File: src/rtl/io_port_responder.sv
// Memory-mapped PortOut/PortIn responder for the MEM stage of the MIPS pipeline.
// Define IO_PORT_EDGE_FIFO_EN to build the PortIn change-event FIFO (STATUS/FIFO registers).
module io_port_responder #(
  parameter int unsigned      NBits      = 32,
  parameter logic [NBits-1:0] BASE_ADDR  = 32'hFFFF_0000,
  parameter int unsigned      FIFO_DEPTH = 4
) (
  input  logic             clk,
  input  logic             reset,
  input  logic             MemRead,
  input  logic             MemWrite,
  input  logic [NBits-1:0] Address,
  input  logic [NBits-1:0] WriteData,
  input  logic [7:0]       PortIn,
  output logic             Hit,
  output logic [NBits-1:0] ReadData,
  output logic [NBits-1:0] PortOut
);

  logic [1:0] offset;
  logic [7:0] sync1, sync2;
  logic       writeOut;
  logic       unusedBits;

  assign Hit        = (Address[NBits-1:4] == BASE_ADDR[NBits-1:4]);
  assign offset     = Address[3:2];
  assign writeOut   = MemWrite & Hit & (offset == 2'd0);
  assign unusedBits = ^{MemRead, Address[1:0]};

  always_ff @(posedge clk) begin
    if (reset) begin
      PortOut <= '0;
      sync1   <= '0;
      sync2   <= '0;
    end else begin
      sync1 <= PortIn;
      sync2 <= sync1;
      if (writeOut) PortOut <= WriteData;
    end
  end

`ifdef IO_PORT_EDGE_FIFO_EN
  localparam int unsigned PtrW = $clog2(FIFO_DEPTH);
  localparam int unsigned CntW = $clog2(FIFO_DEPTH) + 1;

  logic [7:0]      prev;
  logic [7:0]      fifoMem [FIFO_DEPTH];
  logic [PtrW-1:0] rdPtr, wrPtr;
  logic [CntW-1:0] count;
  logic            ovf, empty, full;
  logic            push, popReq, pop, pushOk, drop, ovfClr;
  logic [7:0]      statusByte;

  assign empty  = (count == '0);
  assign full   = (count == CntW'(FIFO_DEPTH));
  assign push   = (sync2 != prev);
  // A simultaneous store suppresses the load's pop side effect.
  assign popReq = MemRead & ~MemWrite & Hit & (offset == 2'd3);
  assign pop    = popReq & ~empty;
  // When full, a same-cycle pop frees the slot the push lands in.
  assign pushOk = push & (~full | pop);
  assign drop   = push & full & ~pop;
  assign ovfClr = MemWrite & Hit & (offset == 2'd2) & WriteData[2];

  assign statusByte = {1'b0, 3'(count), 1'b0, ovf, full, ~empty};

  always_ff @(posedge clk) begin
    if (pushOk) fifoMem[wrPtr] <= sync2;
  end

  always_ff @(posedge clk) begin
    if (reset) begin
      prev  <= '0;
      rdPtr <= '0;
      wrPtr <= '0;
      count <= '0;
      ovf   <= 1'b0;
    end else begin
      prev <= sync2;
      if (pushOk) wrPtr <= wrPtr + 1'b1;
      if (pop)    rdPtr <= rdPtr + 1'b1;
      case ({pushOk, pop})
        2'b10:   count <= count + 1'b1;
        2'b01:   count <= count - 1'b1;
        default: count <= count;
      endcase
      if (drop)        ovf <= 1'b1;
      else if (ovfClr) ovf <= 1'b0;
    end
  end
`endif

  always_comb begin
    ReadData = '0;
    if (Hit) begin
      case (offset)
        2'd0:    ReadData = PortOut;
        2'd1:    ReadData = NBits'(sync2);
`ifdef IO_PORT_EDGE_FIFO_EN
        2'd2:    ReadData = NBits'(statusByte);
        2'd3:    ReadData = empty ? '0 : NBits'(fifoMem[rdPtr]);
`endif
        default: ReadData = '0;
      endcase
    end
  end

endmodule
File: config.mk
export PLATFORM = sky130hd
export DESIGN_NAME = io_port_responder
export DESIGN_NICKNAME = d
export VERILOG_FILES = /design/src/rtl/io_port_responder.sv
export SDC_FILE = /design/constraint.sdc
export NUM_CORES = 1
export LEC_CHECK = 0
export ABC_AREA = 0
export CAP_MARGIN = 20
export CORE_AREA = 2 2 115 73
export DETAILED_ROUTE_END_ITERATION = 12
export DIE_AREA = 0 0 117 75
export PLACE_DENSITY = 0.65
export SKIP_CTS_REPAIR_TIMING = 1
export SLEW_MARGIN = 10
export SYNTH_ARGS = -nofsm -noshare
export SYNTH_HDL_FRONTEND = slang
export SYNTH_SLANG_ARGS = --single-unit
File: constraint.sdc
create_clock -name clk -period 2.5 [get_ports clk]
set_clock_uncertainty 0.2 [all_clocks]
set_input_delay 0.625 -clock clk [delete_from_list [all_inputs] [get_ports clk]]
set_output_delay 0.625 -clock clk [all_outputs]
set_load 0.01 [all_outputs]
* Word level (Yosys, flattened, before mapping)
Cells that the tools add are included.
** Word-level totals
- Bits in registers :: 48
** Operators by class
- Equality and inequality tests :: 2
- Reductions and logical operators :: 1
- Mux-type cells :: 2
- Bitwise operators :: 2
** Operator list (count)
- 32-bit one-hot mux with 2 select lines :: 1
- 32-bit 2-to-1 mux :: 1
- 28-bit == test (second input constant) :: 1
- 1-bit bitwise AND :: 2
- 2-bit by 1-bit == test with 1-bit output (second input constant) :: 1
- 2-bit zero test :: 1

* Logic depth before layout (Yosys ltp)
- Depth in word-level cells :: 3
- Mapped depth :: 6
- Mapped depth without buffers :: 4

* Worst setup path before layout
Ideal clock, no wire load.
- Kind :: input-to-output
- From :: in Address[29]
- To :: out ReadData[0]
- Buffers on the path :: 1
- Setup slack :: -0.252 ns
- Arrival time :: 1.927 ns
- Stages :: 5
- Cell sequence :: nand4_1 > or3_1 > or3_1 > clkbuf_1 > nor2_1
** Between the ends
- Cells in the longest elaborated chain, start to end :: 2
** RTL lines
- start: declaration :: RTL line 12 : input logic [NBits-1:0] Address,
- 28-bit == test :: RTL line 25 : assign Hit = (Address[NBits-1:4] == BASE_ADDR[NBits-1:4]);
- 32-bit 2-to-1 mux :: RTL line 95 : if (Hit) begin
- end: declaration :: RTL line 16 : output logic [NBits-1:0] ReadData,
Every way passes these cells.

* Worst setup path in the final report
- From :: in Address[18]
- To :: out ReadData[25]
The elaborated chain is that of the path after synthesis.

==> flow_summary_export.csv <==
group,metric,value,unit
synth,syn_inst,238,
floorplanning,coreArea,7664,um2
power,vdd_drop_max,271.5,uV
cts,clock_path_buffers,2,
setup_path,cp.arrival,2.17,ns
placement,io_buffer_count,137,
cts,root_buffer,"clkbuf_16",
power,comb_power_share,0.096,
status,violations,"setup timing",
power,switchingPower,325.5,uW
power,intPower,1357,uW
timing,max_slew_margin,0.6418,
detailed_routing,vias,2300,
setup_path,cpPeakStageDelay,0.44,ns
detailed_routing,viasPerCell,4.637,
power,pwr-share-clk,0.441,
status,status,"finished, violations left",
layout,fin_nets,462,
timing,tightest_slew,0.5374,ns
synth,synth_fp_nets,314,
timing,fin_crit,2.992,ns
global_routing,overflow,0,
timing,final.setup.tns,-13.22,ns
layout,syn_to_final_growth,98.09,%
cts,worstSkewPairLatency,0.28,ns
setup_path,path_max_fanout,6,
min_path,hold_path_class,"flip-flop to flip-flop",
detailed_routing,firstDrtPassIters,4,
layout,fill_cells,692,
floorplanning,start_util,0.2740,
layout,drive_above_1_share,0.3127,
global_routing,antenna_found_initial,1,
global_routing,grt_max_degree,34,
setup_path,cp_data_required_time,1.67,ns
global_routing,grt_use_total,0.1642,
timing,setup_violations,32,
timing,hold_viol_final,0,
synth,synth.cell_area,2100,um2
timing,fin_ws,-0.4919,ns
setup_path,critPathBufInv,5,
setup_path,path_class,"primary input to primary output",
detailed_routing,drt_iter0_drc,107,
detailed_routing,drtAntennaViolNets,0,
setup_path,path_cells,"dlymetal6s2s_1 -> nand4_1 -> or3_4 -> nor4_4 -> buf_4 -> buf_6 -> clkbuf_16 -> and2_4 -> buf_6",
detailed_routing,wl_per_cell,15.97,um
global_routing,grt_pass1_vias,2122,
setup_path,worst_setup_path_end_kind,"primary output",
synth,ys_seq_area_frac,0.4577,
layout,layoutNonFillerInstCount,496,
cts,numCtsBuffers,5,
floorplanning,rows,25,
global_routing,grt_pass1_wl,11020,um
layout,postLayoutCellArea,4159,um2
placement,placed_cell_area,3805,um2
cts,cts_tree,"yes",
placement,dp_cells,476,
power,p_leak,0.001702,uW
floorplanning,die-height,75,um
synth,synthDistinctLibCells,24,
setup_path,cpLargestDelayFamily,"simple AND/OR/NAND/NOR gates",
power,power_frac_seq,0.463,
synth,synth_seq_cells,48,
setup_path,start_kind,"primary input",
run,drv_cap,0,
power,switching_share,0.1934,
floorplanning,num_io_pins,141,
timing,period_share,1.197,
cts,htree_levels,2,
setup_path,crit_top_cell,"buf_6",
placement,gp_congestion,0.7441,
timing,timing.fmax,334.2,MHz
timing,rsz0062_at_grt,"yes",
cts,cts.sinks,48,
setup_path,critPathSlowestCell,"or3_4",
timing,hold_slack,0.2412,ns
floorplanning,dieArea,8775,um2
detailed_routing,wl,7922,um
floorplanning,die_w,117,um
synth,avgSynthCellArea,8.821,um2
cts,cts.clk_slew.worst_paths,0.06,ns
placement,pre_cts_slack,-1.194,ns
placement,dp.final_hpwl,5370,um
synth,synth_warnings,0,
power,p_per_area,404.6,nW/um2
detailed_routing,drc,0,
timing,drv_slew,0,
-- metrics by stage --
| stage | total power [uW] | utilization |
|---|---|---|
| floorplan | 833.0 | - |
| global placement | 963.7 | 0.4965 |
| detailed placement | 964.7 | 0.4965 |
| CTS | 1718 | 0.5184 |
| global route | 1750 | 0.5427 |
| finish | 1683 | 0.5427 |
-- path summary, 6_finish.rpt --
kind	startpoint	cells after the start	end	slack, ns
worst max register to register	PortOut[2]	2	PortOut[2]	1.63
worst max-delay path	Address[18]	9	ReadData[25]	-0.49
worst min-delay path	sync1[6]	1	sync2[6]	0.24
worst min register to register	sync1[6]	1	sync2[6]	0.24
-- registers in the layout (all words and copies together) (netlist names) --
signal / count
sync2: 8
PortOut: 32
sync1: 8
-- worst register-to-register path: stages (launching register included) --
cell and delay, ns:
dfxtp_1 0.39, o21ai_1 0.10, a21oi_1 0.12
-- final cells by class --
type,instances,area (um2),area share
multi-input cells,168,1177,0.2831
diodes,1,2.502,0.0006017
clock inverters,3,42.54,0.01023
repair buffers,163,1715,0.4125
well taps,108,135.1,0.03249
flip-flops and latches,48,960.9,0.2310
clock buffers,5,125.1,0.03008
-- synth_stat cells --
library cell	number	area (um2)
nor4_4	2	42.54
o21ai_1	28	140.1
or4_4	1	11.26
or3_1	2	12.51
a21oi_1	32	160.2
and4_1	1	8.760
nand3_1	32	160.2
o21ai_0	2	10.01
nor4b_2	1	15.01
dfxtp_1	48	960.9
nor4_2	2	25.02
nand4_2	1	12.51
clkbuf_1	13	48.80
or3b_4	1	11.26
clkbuf_2	2	10.01
o21ai_2	2	17.52
and4b_1	1	10.01
nand4_1	3	18.77
nor2_1	9	33.78
buf_2	3	15.01
and2_1	24	150.1
buf_6	4	45.04
mux2i_1	8	80.08
nor2b_1	16	100.1
-- per-layer routing --
layer	routed length, um	part of all wire	up-vias	GRT usage
met1	3723	0.47	1053	0.2275
met4	67	0.0085	0	0.02876
met3	781	0.099	9	0.06441
met2	3349	0.42	107	0.2466
li1	-	-	1131	-
met5	0	0	-	0
-- cell usage in the layout, fill, tap and decap left out, types with 2 or more instances in the layout --
cell type / n
buf_2: 7
dlymetal6s2s_1: 18
clkbuf_16: 7
nor2_4: 8
clkbuf_2: 7
clkdlybuf4s50_1: 73
nor4_4: 4
dfxtp_1: 48
buf_4: 15
o21ai_1: 28
o21ai_0: 2
mux2i_1: 7
and2_1: 5
buf_6: 33
a21oi_1: 32
and2_4: 19
nor2b_1: 16
buf_12: 7
nand3_1: 32
nand4_1: 3
or3_4: 2
o21ai_2: 2
-- power by group through the flow --
| stage | combinational [uW] | sequential, uW | clock (uW) |
|---|---|---|---|
| 6_report | 162 | 779 | 742 |
| 5_1_grt | 173 | 780 | 798 |
| 4_1_cts | 170 | 779 | 770 |
| 3_5_place_dp | 168 | 796 | 0 |
| 3_3_place_gp | 168 | 796 | 0 |
| 2_1_floorplan | 37.6 | 795 | 0 |
-- logic make-up (layout without fill, tap and decap cells) --
family,Yosys count,after routing,share of synthesized area
AO/OA/AOI/OAI,64,64,0.1561
buffers and inverters,22,171,0.05661
flip-flops,48,48,0.4577
multiplexers,8,8,0.03814
other,0,1,0
AND/OR/NAND/NOR,96,96,0.2914
(Power assumes the default switching activity.)
